`src/rtl/axi4_lite_io_slave.sv`:
```
// AXI4-Lite slave that owns the LED / seven-segment output registers and a
// reloading down-counter timer that raises a level interrupt on expiry.
module axi4_lite_io_slave #(
  parameter int ADDR_WIDTH = 32,
  parameter int DATA_WIDTH = 32
) (
  input  logic                  ACLK,
  input  logic                  ARESETn,
  input  logic [ADDR_WIDTH-1:0] S_AWADDR,
  input  logic                  S_AWVALID,
  output logic                  S_AWREADY,
  input  logic [DATA_WIDTH-1:0] S_WDATA,
  input  logic [3:0]            S_WSTRB,
  input  logic                  S_WVALID,
  output logic                  S_WREADY,
  input  logic                  S_BREADY,
  output logic                  S_BVALID,
  output logic [1:0]            S_BRESP,
  input  logic [ADDR_WIDTH-1:0] S_ARADDR,
  input  logic                  S_ARVALID,
  output logic                  S_ARREADY,
  input  logic                  S_RREADY,
  output logic [DATA_WIDTH-1:0] S_RDATA,
  output logic                  S_RVALID,
  output logic [1:0]            S_RRESP,
  output logic [7:0]            LED_OUT,
  output logic [7:0]            SEVENSEG_OUT,
  output logic                  IRQ_OUT
);

  localparam logic [1:0] RESP_OKAY   = 2'b00;
  localparam logic [1:0] RESP_SLVERR = 2'b10;

  localparam logic [2:0] REG_LED    = 3'd0;
  localparam logic [2:0] REG_SEG    = 3'd1;
  localparam logic [2:0] REG_CTRL   = 3'd2;
  localparam logic [2:0] REG_LOAD   = 3'd3;
  localparam logic [2:0] REG_STATUS = 3'd4;
  localparam logic [2:0] REG_COUNT  = 3'd5;

  // Write holding buffers (stage p0) and response (stage p1)
  logic                  aw_vld_p0;
  logic [ADDR_WIDTH-1:0] aw_addr_p0;
  logic                  w_vld_p0;
  logic [15:0]           w_data_p0;
  logic [1:0]            w_strb_p0;
  logic                  b_vld_p1;
  logic [1:0]            b_resp_p1;

  // Read response (stage p1)
  logic                  r_vld_p1;
  logic [1:0]            r_resp_p1;
  logic [DATA_WIDTH-1:0] r_data_p1;

  // Architectural registers
  logic [7:0]  led_reg;
  logic [7:0]  seg_reg;
  logic        tmr_en;
  logic        irq_en;
  logic [15:0] load_reg;
  logic [15:0] count_reg;
  logic        expired;
  logic        irq_reg;

  logic                  aw_hs;
  logic                  w_hs;
  logic                  ar_hs;
  logic [2:0]            wr_idx;
  logic                  wr_commit;
  logic                  wr_legal;
  logic                  wr_b0;
  logic                  wr_b1;
  logic                  tmr_start;
  logic                  tmr_reload;
  logic                  stat_clr;
  logic                  rd_legal;
  logic [DATA_WIDTH-1:0] rd_word;
  logic                  unused_bits;

  // Only word offsets 0x00..0x14 decode; everything above is a hole.
  function automatic logic reg_hit(input logic [ADDR_WIDTH-1:0] a);
    return (a[ADDR_WIDTH-1:5] == '0) && (a[4:2] <= REG_COUNT);
  endfunction

  assign S_AWREADY    = !aw_vld_p0 && !b_vld_p1;
  assign S_WREADY     = !w_vld_p0 && !b_vld_p1;
  assign S_ARREADY    = !r_vld_p1;
  assign S_BVALID     = b_vld_p1;
  assign S_BRESP      = b_resp_p1;
  assign S_RVALID     = r_vld_p1;
  assign S_RRESP      = r_resp_p1;
  assign S_RDATA      = r_data_p1;
  assign LED_OUT      = led_reg;
  assign SEVENSEG_OUT = seg_reg;
  assign IRQ_OUT      = irq_reg;

  assign aw_hs     = S_AWVALID && S_AWREADY;
  assign w_hs      = S_WVALID && S_WREADY;
  assign ar_hs     = S_ARVALID && S_ARREADY;
  assign wr_idx    = aw_addr_p0[4:2];
  assign wr_commit = aw_vld_p0 && w_vld_p0;
  assign wr_legal  = reg_hit(aw_addr_p0) && (wr_idx != REG_COUNT);
  assign wr_b0     = wr_commit && wr_legal && w_strb_p0[0];
  assign wr_b1     = wr_commit && wr_legal && w_strb_p0[1];
  assign rd_legal  = reg_hit(S_ARADDR);

  // Timer control: a 0->1 enable loads the counter; expiry reloads and flags.
  assign tmr_start  = wr_b0 && (wr_idx == REG_CTRL) && w_data_p0[0] && !tmr_en;
  assign tmr_reload = tmr_en && (count_reg == 16'd0) && (load_reg != 16'd0);
  assign stat_clr   = wr_b0 && (wr_idx == REG_STATUS) && w_data_p0[0];

  assign unused_bits = ^{S_WDATA[DATA_WIDTH-1:16], S_WSTRB[3:2],
                         S_ARADDR[1:0], aw_addr_p0[1:0]};

  always_comb begin
    rd_word = '0;
    case (S_ARADDR[4:2])
      REG_LED:    rd_word[7:0]  = led_reg;
      REG_SEG:    rd_word[7:0]  = seg_reg;
      REG_CTRL:   rd_word[1:0]  = {irq_en, tmr_en};
      REG_LOAD:   rd_word[15:0] = load_reg;
      REG_STATUS: rd_word[0]    = expired;
      REG_COUNT:  rd_word[15:0] = count_reg;
      default:    rd_word       = '0;
    endcase
    if (!rd_legal) rd_word = '0;
  end

  // Write address/data capture and write response
  always_ff @(posedge ACLK) begin
    if (!ARESETn) begin
      aw_vld_p0  <= 1'b0;
      aw_addr_p0 <= '0;
      w_vld_p0   <= 1'b0;
      w_data_p0  <= '0;
      w_strb_p0  <= '0;
      b_vld_p1   <= 1'b0;
      b_resp_p1  <= RESP_OKAY;
    end else begin
      if (aw_hs) begin
        aw_vld_p0  <= 1'b1;
        aw_addr_p0 <= S_AWADDR;
      end else if (wr_commit) begin
        aw_vld_p0 <= 1'b0;
      end

      if (w_hs) begin
        w_vld_p0  <= 1'b1;
        w_data_p0 <= S_WDATA[15:0];
        w_strb_p0 <= S_WSTRB[1:0];
      end else if (wr_commit) begin
        w_vld_p0 <= 1'b0;
      end

      if (wr_commit) begin
        b_vld_p1  <= 1'b1;
        b_resp_p1 <= wr_legal ? RESP_OKAY : RESP_SLVERR;
      end else if (b_vld_p1 && S_BREADY) begin
        b_vld_p1 <= 1'b0;
      end
    end
  end

  // Read response; data is sampled before any same-edge register write lands
  always_ff @(posedge ACLK) begin
    if (!ARESETn) begin
      r_vld_p1  <= 1'b0;
      r_resp_p1 <= RESP_OKAY;
      r_data_p1 <= '0;
    end else if (ar_hs) begin
      r_vld_p1  <= 1'b1;
      r_resp_p1 <= rd_legal ? RESP_OKAY : RESP_SLVERR;
      r_data_p1 <= rd_word;
    end else if (r_vld_p1 && S_RREADY) begin
      r_vld_p1 <= 1'b0;
    end
  end

  // Register file
  always_ff @(posedge ACLK) begin
    if (!ARESETn) begin
      led_reg  <= '0;
      seg_reg  <= '0;
      tmr_en   <= 1'b0;
      irq_en   <= 1'b0;
      load_reg <= '0;
    end else begin
      if (wr_b0) begin
        case (wr_idx)
          REG_LED:  led_reg       <= w_data_p0[7:0];
          REG_SEG:  seg_reg       <= w_data_p0[7:0];
          REG_CTRL: {irq_en, tmr_en} <= w_data_p0[1:0];
          REG_LOAD: load_reg[7:0] <= w_data_p0[7:0];
          default:  ;
        endcase
      end
      if (wr_b1 && (wr_idx == REG_LOAD)) load_reg[15:8] <= w_data_p0[15:8];
    end
  end

  // Timer, expiry flag (set beats a simultaneous clear) and interrupt
  always_ff @(posedge ACLK) begin
    if (!ARESETn) begin
      count_reg <= '0;
      expired   <= 1'b0;
      irq_reg   <= 1'b0;
    end else begin
      if (tmr_start) begin
        count_reg <= load_reg;
      end else if (tmr_en) begin
        if (count_reg != 16'd0) count_reg <= count_reg - 16'd1;
        else if (tmr_reload)    count_reg <= load_reg;
      end

      if (tmr_reload)    expired <= 1'b1;
      else if (stat_clr) expired <= 1'b0;

      irq_reg <= expired && irq_en;
    end
  end

endmodule

```
`config.mk`:
```
export PLATFORM = sky130hd
export DESIGN_NAME = axi4_lite_io_slave
export DESIGN_NICKNAME = d
export VERILOG_FILES = /design/src/rtl/axi4_lite_io_slave.sv
export SDC_FILE = /design/constraint.sdc
export NUM_CORES = 1
export LEC_CHECK = 0
export CELL_PAD_IN_SITES_DETAIL_PLACEMENT = 1
export CELL_PAD_IN_SITES_GLOBAL_PLACEMENT = 1
export CORE_ASPECT_RATIO = 1.2
export CORE_MARGIN = 1
export CORE_UTILIZATION = 30
export CTS_CLUSTER_SIZE = 12
export DETAILED_ROUTE_END_ITERATION = 16
export GPL_TIMING_DRIVEN = 1
export PLACE_DENSITY = 0.8
export RECOVER_POWER = 50
export SETUP_SLACK_MARGIN = 0.4
export SLEW_MARGIN = 20
export SYNTH_ARGS = -nofsm -noshare
export SYNTH_HDL_FRONTEND = slang
export SYNTH_SLANG_ARGS = --single-unit
```
`constraint.sdc`:
```
create_clock -name ACLK -period 4 [get_ports ACLK]
set_clock_uncertainty 0.2 [all_clocks]
set_input_delay 0.4 -clock ACLK [delete_from_list [all_inputs] [get_ports ACLK]]
set_output_delay 0.4 -clock ACLK [all_outputs]
set_load 0.01 [all_outputs]
```
==> metrics.md, run 1 <==
| Metric | Value |
|---|---|
| Status | finished clean |
| Comb power frac | 7.6% |
| Die W | 126.3 um |
| Hold crit path type | reg -> reg |
| Area contributors post-synth | dfxtp_1, nand2_1, a21oi_1 |
| Post-DP HPWL | 12.16 mm |
| Crit path time final | 3.084 ns |
| Number of global-route vias before repair | 5350 |
| Vias | between 5000 and 6000 |
| Leading area contributor after synthesis | dfxtp_1 |
| Total die area | roughly 19000 um^2 |
| GPL Wtd Cong | 0.8422 |
| DRC violation count after routing | 0 |
| Grt ovf | 0 |
| Top-count cell post-synth | nand2_1 |
| # port buffers | 124 |
| DRT Wirelength | 16.73 mm |
| Clk pwr share | 54.1% |
| CTS Buffer Depth | 2 |
| CTS tree | yes |
| # rows | 54 |
| Design Area, Final | 7536 um^2 |
| Antenna diodes | 0 |
| CORE AREA | 18170 um^2 |
| Pwr Density | 445.5 nW/um^2 |
| Root Buffer | clkbuf_16 |
| Seq/Total Area, Yosys | between 40% and 50% |
| Overall Global Routing Usage | about 18% |
| CP Data Arrival Time | 3.20 ns |
| Crit path max fanout | between 50 and 60 |
| Worst R2R Start | count_reg[9] |
| Share of post-route cells with drive strength above 1 | 7.459% |
| Compound-Gate Fraction of Synth Area | 17.09% |
| Final Setup Violations | 0 |
| Max Fclk | 324.3 MHz |
| Yosys top cell area share | 43.90% |
| P_int | 2629 uW |
| CTS sink count | between 100 and 150 |
| Via-to-Cell Ratio | 5.170 |
| Hold_sp | aw_addr_p0[13] |
| DR pass1 iterations | 4 |
| CP max stage cell | clkbuf_1 |
| Worst skew pair latency | 0.43 ns |
| Initial Util | 30.61% |
| First-pass GRT wire length | 26.78 mm |
| Cts bufs inserted | 17 |
| Largest family of logic cells by synthesized area | simple AND/OR/NAND/NOR gates |
| Most flops, register | aw_addr_p0 |
| NetSw | 728.1 uW |
| Post-synth top flop | dfxtp_1 |
| Syn Area/Cell | 8.290 um^2 |
| DP Area | 6842 um^2 |
| Seq pwr share | 38.2% |
| Area grow syn2layout | 35.47% |
| Async SR Flop Fraction | 0% |
| Simple-gate area share of the yosys netlist | 25.19% |
| Distinct cells, synth | 59 |
| Die Y | 151.2 um |
| Hold Path End | aw_addr_p0[13] |
| Final Worst Setup Slack | a little over 0.9 ns |
| # Post-CTS Setup Buffers | 0 |
| Post-CTS sizing | 0 |
| Switching part of the total | 21.69% |
| Reg clk slew, reported paths | 0.05 ns |
| Crit-path cells | dlygate4sd3_1 > clkbuf_1 > inv_1 > clkbuf_2 > a21oi_1 |
| Hold Vio Cnt, Final | 0 |
| Slowest stage delay, CP | ~0.82 ns |
| Static Leakage | 0.003101 uW |
| Kind of critical path | in -> reg |
| Worst reg2reg path depth | 6 |
| Maxcap violations | 0 |
| Setup crit start kind | input port |
| CP required | between 4 and 5 ns |
| RSZ-0062 raised after global routing | false |
| Post-synthesis mux area share | under 10% |
| Critical path capture point type | register |
| Number of synthesized flops with an enable pin | 0 |
| Routed Antenna Nets | 0 |
| Flop-to-flop setup slack | 1.10 ns |
| Final period utilization | a little under 80% |
| Adder-cell share of the synthesized area | 0.6298% |
| Final nets | 887 |
| Rel. slew slack | 29.02% |
| Initial drt markers | 276 |
| Largest register FFs | 30 |
| Mean routed wirelength per cell | 16.48 um |
| Fin. max-slew vios | 0 |
| H-tree levels | 4 |
| Reg-to-Reg End | count_reg[14] |
| Placement Setup Slack | 0.8548 ns |
| Post-Synth XOR/XNOR Area | 0% |
| # IOs | 165 |
| Synth top cells by count | nand2_1, dfxtp_1, a21oi_1, nor2_1, mux2i_1 |
| Synth Cell Area | 5563 um^2 |
| Hold buffer count at cts | 0 |
| Slew of the pin with the lowest slew margin | 1.065 ns |
| Aggregate negative setup slack | 0 ns |
| Register bit total from synthesis | 122 |
| YS warnings | 0 |
| Maximum vdd drop | 0.2995 mV |
| Worst Hold Slack | 0.2555 ns |
| Initial antenna violation count | 0 |
| Hold Path Depth | 2 |
| Largest net degree at the start of global routing | 54 |
| Post-Syn Instances | 671 |
## worst max-delay path: cells and delay by family
family / cells / cell delay, ns
compound gates: 1 / 0.39
buf+inv: 4 / 2.40
## placed cells by master, fill, tap and decap left out, types with 2 or more instances in the layout
cell type,count
nand2_1,136
mux2i_1,31
and3_4,2
a31oi_1,2
dlygate4sd3_1,39
inv_1,9
clkdlybuf4s50_1,85
mux2_2,3
dfxtp_1,122
and4_1,3
o31ai_1,3
clkbuf_2,2
a32oi_1,7
conb_1,18
buf_4,3
nand2b_1,5
o21ai_2,3
a22oi_1,22
clkbuf_8,5
nand3_2,3
nor2b_1,2
a211oi_1,2
o21ai_0,28
o22ai_1,3
clkinvlp_4,2
nor4_1,21
a22o_1,9
a21oi_1,63
nand3_1,14
o211ai_1,4
nor3_1,13
nand4_1,6
ha_1,2
nor3b_1,3
nand4_4,3
clkbuf_16,17
and2_1,6
nor2_1,61
bufinv_16,6
## cell type report
type,instances,area [um^2]
multi-input cells,498,2799
clock buffers,22,494.2
inverters,9,33.78
clock inverters,10,209.0
fillers,2115,10640
flip-flops and latches,122,2442
well taps,224,280.3
repair buffers,130,1277
## worst max-delay path by stage
stage / from / endpoint / cells after the start
final: ARESETn / w_data_p0[9] / 5
after global placement: S_ARADDR[2] / S_RDATA[7] / 6
after global routing: ARESETn / w_data_p0[9] / 5
after floorplan: count_reg[7] / count_reg[14] / 7
after CTS: count_reg[0] / count_reg[14] / 8
after detailed placement: S_ARADDR[2] / S_RDATA[4] / 6
## cells by family (layout without fill, tap and decap cells)
group / count (synthesis) / after routing
other cells: 1 / 18
flops: 122 / 122
simple gates: 289 / 289
buf+inv: 68 / 171
mux: 34 / 34
compound gates: 154 / 154
fa+ha+maj: 3 / 3
## layer usage
metal  part of all wire (%)  global-route usage (%)
met4                    1.7                   6.747
met1                     41                   19.63
met2                     51                   33.12
met3                    6.1                   4.839
met5                      0                       0
## stage by stage
step	util (%)	total power, uW	std cells
floorplan	-	1448	688
global placement	37.64	1562	983
detailed placement	37.64	1570	983
CTS	41.51	3396	1015
global route	41.46	3473	1015
finish	41.46	3357	1015
## power by group through the flow
stage	registers [uW]	clock network, uW	logic [uW]
3_3_place_gp	1310	0	255
5_1_grt	1290	1900	284
4_1_cts	1280	1850	263
3_5_place_dp	1310	0	261
2_1_floorplan	1300	0	149
6_report	1280	1820	256
(Power assumes the default switching activity.)
==> inputs of run 2 (changes only) <==
Settings changed: PLACE_DENSITY 0.8 to 0.83.
Clock period 4 ns to 2.6 ns, I/O delays scaled along.
==> run 2 against run 1 <==
Largest power group unchanged. Combinational power up 62%. Clock power grew 26%. Clock-buffer cell count stayed put. Critical path depth down 1. Final area rose by 2.3%. Largest cell class unchanged. Non-clock buffer count grew 25. Hold slack got worse by 0.072 ns. Sequential power grew 54%. Wire length rose by 3.6%. Sequential share of layout area is 0.64 points lower.
==> metrics.md, run 2 (same netlist as run 1, synthesis figures left out) <==
| Metric | Value |
|---|---|
| Setup crit start kind | input port (unchanged) |
| Most common cell after layout, fill and taps aside | nand2_1 (unchanged) |
| Number of global-route vias before repair | 5508 (was 5350) |
| Rel. slew slack | 0.8544% (was 29.02%) |
| Largest register FFs | 30 (unchanged) |
| Status | finished clean (unchanged) |
| # IOs | 165 (unchanged) |
| Worst reg2reg path depth | 7 (was 6) |
| DRT Wirelength | 17.34 mm (was 16.73 mm) |
| Worst Hold Slack | 0.1831 ns (was 0.2555 ns) |
| Placement Setup Slack | 0.2697 ns (was 0.8548 ns) |
| Hold crit path type | in -> reg (was reg -> reg) |
| CTS tree | yes (unchanged) |
| CP required | 2.64 ns (was 4.12 ns) |
| # rows | 54 (unchanged) |
| Initial antenna violation count | 0 (unchanged) |
| Crit path time final | 2.245 ns |
| CTS sink count | 122 (unchanged) |
| Final Worst Setup Slack | 0.3555 ns (was 0.9164 ns) |
| Reg clk slew, reported paths | 0.05 ns (about the same) |
| Final Setup Violations | 0 (unchanged) |
| CORE AREA | 18170 um^2 (unchanged) |
| DRC violation count after routing | 0 (unchanged) |
| Pwr Density | 607.0 nW/um^2 (was 445.5 nW/um^2) |
| Cts bufs inserted | 17 (unchanged) |
| Antenna diodes | 0 (unchanged) |
| Most flops, register | aw_addr_p0 (unchanged) |
| Aggregate negative setup slack | 0 ns (unchanged) |
| Maxcap violations | 0 (unchanged) |
| DR pass1 iterations | 4 (unchanged) |
| Worst R2R Start | load_reg[5] (was count_reg[9]) |
| Routed Antenna Nets | 0 (unchanged) |
| Largest net degree at the start of global routing | 74 (was 54) |
| First-pass GRT wire length | 27.58 mm (was 26.78 mm) |
| Die W | 126.3 um (unchanged) |
| Flop-to-flop setup slack | 0.38 ns (was 1.10 ns) |
| Setup crit end | S_RRESP[1] (was w_data_p0[9]) |
| Area grow syn2layout | 38.57% (was 35.47%) |
| Max Fclk | about 450 MHz |
| Hold buffer count at cts | 0 (unchanged) |
| Final period utilization | a little under nine tenths |
| Post-DP HPWL | 12.52 mm (was 12.16 mm) |
| Maximum vdd drop | 0.3933 mV (was 0.2995 mV) |
| Hold Vio Cnt, Final | 0 (unchanged) |
| CTS Buffer Depth | 2 (unchanged) |
| Static Leakage | 0.003205 uW (was 0.003101 uW) |
| H-tree levels | 4 (unchanged) |
| Most frequent cells in the layout | nand2_1, dfxtp_1, clkdlybuf4s50_1, a21oi_1, nor2_1 (unchanged) |
| Share of post-route cells with drive strength above 1 | 12.52% (was 7.459%) |
| Root Buffer | clkbuf_16 (unchanged) |
| Initial drt markers | 238 (was 276) |
| Fin. max-slew vios | 0 (unchanged) |
| Worst skew pair latency | 0.43 ns (about the same) |
| Kind of critical path | in -> reg (unchanged) |
| Initial Util | 30.61% (unchanged) |
| Mean routed wirelength per cell | 16.68 um (was 16.48 um) |
| Grt ovf | 0 (unchanged) |
| Die Y | 151.2 um (unchanged) |
| Crit path from | ARESETn (unchanged) |
| Hold_sp | S_AWADDR[21] (was aw_addr_p0[13]) |
| # port buffers | 124 (unchanged) |
| Fillers | 2130 (was 2115) |
| GPL Wtd Cong | 0.8492 (was 0.8422) |
| Multi-input gate area | 2897 um^2 (was 2799 um^2) |
| Reg-to-Reg End | count_reg[14] (unchanged) |
| Total die area | 19090 um^2 (unchanged) |
| Slew of the pin with the lowest slew margin | 1.487 ns (was 1.065 ns) |
| CP Data Arrival Time | 2.29 ns (was 3.20 ns) |
| Vias | 5396 (was 5248) |
| Final core utilization | 42.41% (was 41.46%) |
| Final nets | 913 (was 887) |
| Crit path max fanout | 73 (was 53) |
| Critical path capture point type | register (unchanged) |
| Via-to-Cell Ratio | 5.193 (was 5.170) |
| Overall Global Routing Usage | 18.58% (was 17.96%) |
| RSZ-0062 raised after global routing | true (was false) |
| Register area | 2449 um^2 (was 2442 um^2) |
run 2: changes by cell type in the layout (fill, tap and decap cells not counted), sizes merged:
cell           previous run  this run
buf                       3        28
bufinv                    6         2
inv                      10         9
clkdlybuf4s50            85        84
clkinv                    1         4
dlygate4sd3              39        40
and3                      4         5
run 2: routing by layer:
| layer | routed length [um] | GRT usage [%] |
|---|---|---|
| met1 | 6924 | 19.72 |
| met2 | 8744 | 34.20 |
| met3 | 1087 | 4.592 |
| met4 | 580 | 9.398 |
| met5 | 0 | 0 |
run 2: final cells by class:
type / instances / area share [%]
Clock buffer: 22 / 6.152
Clock inverter: 8 / 1.234
Inverter: 9 / 0.4382
Multi-Input combinational cell: 499 / 37.58
Sequential cell: 122 / 31.76
Tap cell: 224 / 3.636
Timing Repair Buffer: 155 / 19.20
run 2: where the power goes:
group | switching [uW] | internal [uW] | total (uW)
combinational | 212 | 203 | 415
clock | 827 | 1460 | 2290
sequential | 44.6 | 1930 | 1970
run 2: critical path, stage by stage:
cell           delay (ns)
dlygate4sd3_1        0.61
inv_1                0.13
clkbuf_2             1.09
nor3_1               0.15
run 2: worst min path at each step:
stage	end	slack (ns)	depth (start not counted)
finish	aw_addr_p0[21]	0.18	3
global route	aw_addr_p0[21]	0.19	3
CTS	aw_addr_p0[21]	0.17	3
detailed placement	w_data_p0[14]	0.25	2
global placement	w_data_p0[8]	0.24	2
floorplan	S_RVALID	0.16	1
run 2: through the flow:
| step | cells | instance area (um^2) | power [uW] |
|---|---|---|---|
| 2_1_floorplan | 688 | 5627 | 2228 |
| 3_3_place_gp | 1001 | 6989 | 2415 |
| 3_5_place_dp | 1001 | 6989 | 2428 |
| 4_1_cts | 1034 | 7607 | 4730 |
| 5_1_grt | 1039 | 7709 | 4849 |
| 6_report | 1039 | 7709 | 4679 |
run 2: repair_timing:
item | 4_1_cts | 5_1_grt
hold endpoints to repair | 0 | 0
pin swaps | 4 | 10
setup endpoints to repair | 21 | 43
buffers inserted | 3 | 4
gates resized for setup | 7 | 20
cloned | 0 | 1
==> inputs of run 3 (changes only) <==
Settings changed: CELL_PAD_IN_SITES_GLOBAL_PLACEMENT 1 to 2, CORE_UTILIZATION 30 to 24, PLACE_DENSITY 0.83 to 0.84.
==> run 3 against run 2 <==
Non-clock buffer count grew 1. Wire length shrank 1.9%. Setup slack worse by 0.0034 ns. Global-route usage fell by 3.7 points. Clock-buffer cell count is 3 higher. Via count is 3.0% lower. Register-to-register slack improved by 0.07 ns. Final area increased by 1.7%. First-iteration DRC count is 11% lower. Combinational power about the same.
==> metrics.md, run 3 (same netlist as run 1, synthesis figures left out) <==
| Metric | Value |
|---|---|
| CP max stage cell | clkbuf_4 (was clkbuf_2) |
| CORE AREA | 22600 um^2 (was 18170 um^2) |
| Most frequent cells in the layout | nand2_1, dfxtp_1, clkdlybuf4s50_1, a21oi_1, nor2_1 (unchanged) |
| Fillers | 2648 (was 2130) |
| Max Fclk | 444.9 MHz (was 445.5 MHz) |
| Cts bufs inserted | 17 (unchanged) |
| Aggregate negative setup slack | 0 ns (unchanged) |
| Crit path time final | 2.248 ns (was 2.245 ns) |
| Antenna diodes | 0 (unchanged) |
| Number of global-route vias before repair | 5295 (was 5508) |
| Hold Path Depth | 3 (unchanged) |
| Slowest stage delay, CP | 0.89 ns (was 1.09 ns) |
| Initial antenna violation count | 0 (unchanged) |
| Worst skew pair latency | 0.42 ns (was 0.43 ns) |
| Initial drt markers | 213 (was 238) |
| Grt ovf | 0 (unchanged) |
| DRT Wirelength | 17.01 mm (was 17.34 mm) |
| Initial Util | 24.62% (was 30.61%) |
| GPL Wtd Cong | 0.8073 (was 0.8492) |
| Worst reg2reg path depth | 6 (was 7) |
| DR pass1 iterations | 4 (unchanged) |
| Final nets | 913 (unchanged) |
| Most common cell after layout, fill and taps aside | nand2_1 (unchanged) |
| Pwr Density | 607.8 nW/um^2 (was 607.0 nW/um^2) |
| Static Leakage | 0.003196 uW (was 0.003205 uW) |
| Fin. max-slew vios | 0 (unchanged) |
| # rows | 60 (was 54) |
| Final period utilization | 86.46% (was 86.33%) |
| Reg-to-Reg End | load_reg[1] (was count_reg[14]) |
| Hold_sp | S_WSTRB[0] (was S_AWADDR[21]) |
| Hold crit path type | in -> reg (unchanged) |
| Hold Path End | w_strb_p0[0] (was aw_addr_p0[21]) |
| Crit path max fanout | 98 (was 73) |
| Via-to-Cell Ratio | 4.644 (was 5.193) |
| Root Buffer | clkbuf_16 (unchanged) |
| Routed Antenna Nets | 0 (unchanged) |
| Multi-input gate area | 2892 um^2 (was 2897 um^2) |
| Worst R2R Start | aw_addr_p0[23] (was load_reg[5]) |
| Most flops, register | aw_addr_p0 (unchanged) |
| Register area | 2449 um^2 (unchanged) |
| Hold buffer count at cts | 0 (unchanged) |
| CTS sink count | 122 (unchanged) |
| Maximum vdd drop | 0.4495 mV (was 0.3933 mV) |
| Rel. slew slack | 19.96% (was 0.8544%) |
| CP Data Arrival Time | 2.34 ns (was 2.29 ns) |
| Flop-to-flop setup slack | 0.45 ns (was 0.38 ns) |
| # IOs | 165 (unchanged) |
| Reg clk slew, reported paths | 0.05 ns (about the same) |
| Largest register FFs | 30 (unchanged) |
| CP required | 2.69 ns (was 2.64 ns) |
| Die W | 141.0 um (was 126.3 um) |
| Maxcap violations | 0 (unchanged) |
| Critical path capture point type | register (unchanged) |
| Worst Hold Slack | 0.1876 ns (was 0.1831 ns) |
| Setup crit start kind | input port (unchanged) |
| Kind of critical path | in -> reg (unchanged) |
| Slew of the pin with the lowest slew margin | 1.201 ns (was 1.487 ns) |
| Total die area | 23790 um^2 (was 19090 um^2) |
| Status | finished clean (unchanged) |
| Post-DP HPWL | 12.63 mm (was 12.52 mm) |
| CTS Buffer Depth | 2 (unchanged) |
| Die Y | 168.8 um (was 151.2 um) |
| Hold Vio Cnt, Final | 0 (unchanged) |
| Overall Global Routing Usage | 14.87% (was 18.58%) |
| First-pass GRT wire length | 27.62 mm (was 27.58 mm) |
| # port buffers | 124 (unchanged) |
| Area grow syn2layout | 40.91% (was 38.57%) |
| DRC violation count after routing | 0 (unchanged) |
| RSZ-0062 raised after global routing | true (unchanged) |
| Vias | 5234 (was 5396) |
| H-tree levels | 4 (unchanged) |
| Largest net degree at the start of global routing | 99 (was 74) |
| Final Setup Violations | 0 (unchanged) |
| Share of post-route cells with drive strength above 1 | 12.36% (was 12.52%) |
| Crit-path cells | clkdlybuf4s50_1 > inv_1 > clkbuf_4 > a21oi_2 > buf_6 > a32oi_1 > o41ai_1 (was dlygate4sd3_1 > inv_1 > clkbuf_2 > nor3_1) |
| CTS tree | yes (unchanged) |
| Mean routed wirelength per cell | 15.09 um (was 16.68 um) |
run 3: cell types whose count changed in the layout (fill, tap and decap cells not counted), sizes merged:
cell           before  now
dlymetal6s2s        0    1
clkinvlp            2    1
dlygate4sd3        40   26
and3                5    4
clkdlybuf4s50      84   97
clkbuf             25   27
buf                28   30
run 3: timing repair:
item / 4_1_cts / 5_1_grt
buffers inserted: 1 / 3
resized for setup: 6 / 19
endpoints found under the hold margin: 0 / 0
pin swaps: 0 / 8
setup endpoints to repair: 42 / 47
run 3: routing by layer:
metal / wire length, um / global-route usage (%) / part of all wire, % / vias up
met5: 0 / 0 / 0 / -
met4: 267 / 5.104 / 1.6 / 0
met3: 1030 / 4.611 / 6.1 / 21
met2: 8419 / 26.22 / 49 / 140
met1: 7291 / 16.90 / 43 / 2473
li1: - / - / - / 2600
run 3: where the power goes:
group	total, uW	switching, uW	leakage, uW	internal [uW]
Clock	2370	840	0.000293	1530
Sequential	1970	47.1	0.000993	1930
Combinational	418	209	0.00191	209
run 3: area by class of cell:
cell class,count,area share (%)
clock buffer,25,6.449
timing repair buffer,156,18.93
inverter,9,0.4310
sequential,122,31.24
tap,310,4.948
clock inverter,7,1.117
multi-input combinational,498,36.89
run 3: stage by stage:
stage / setup WS, ns / area (um^2) / utilization [%] / cells / power, uW
2_1_floorplan: 0.4582 / 5627 / - / 688 / 2228
3_3_place_gp: 0.1987 / 7127 / 31.54 / 1091 / 2426
3_5_place_dp: 0.1299 / 7127 / 31.54 / 1091 / 2434
4_1_cts: 0.4001 / 7747 / 34.29 / 1124 / 4836
5_1_grt: 0.2246 / 7839 / 34.69 / 1127 / 4959
6_report: 0.3521 / 7839 / 34.69 / 1127 / 4765
run 3: critical path, delay by kind of cell:
| family | cells | cell delay [ns] |
|---|---|---|
| buffers and inverters | 4 | 1.71 |
| AOI/OAI and AO/OA | 3 | 0.36 |
run 3: worst max path at each step:
stage | to | startpoint | cells after the start | slack (ns)
floorplan | count_reg[14] | count_reg[7] | 7 | 0.46
detailed placement | count_reg[15] | aw_addr_p0[26] | 6 | 0.13
CTS | count_reg[15] | count_reg[1] | 9 | 0.40
finish | count_reg[15] | ARESETn | 7 | 0.35
global placement | count_reg[3] | aw_addr_p0[18] | 6 | 0.20
global route | count_reg[10] | ARESETn | 7 | 0.22
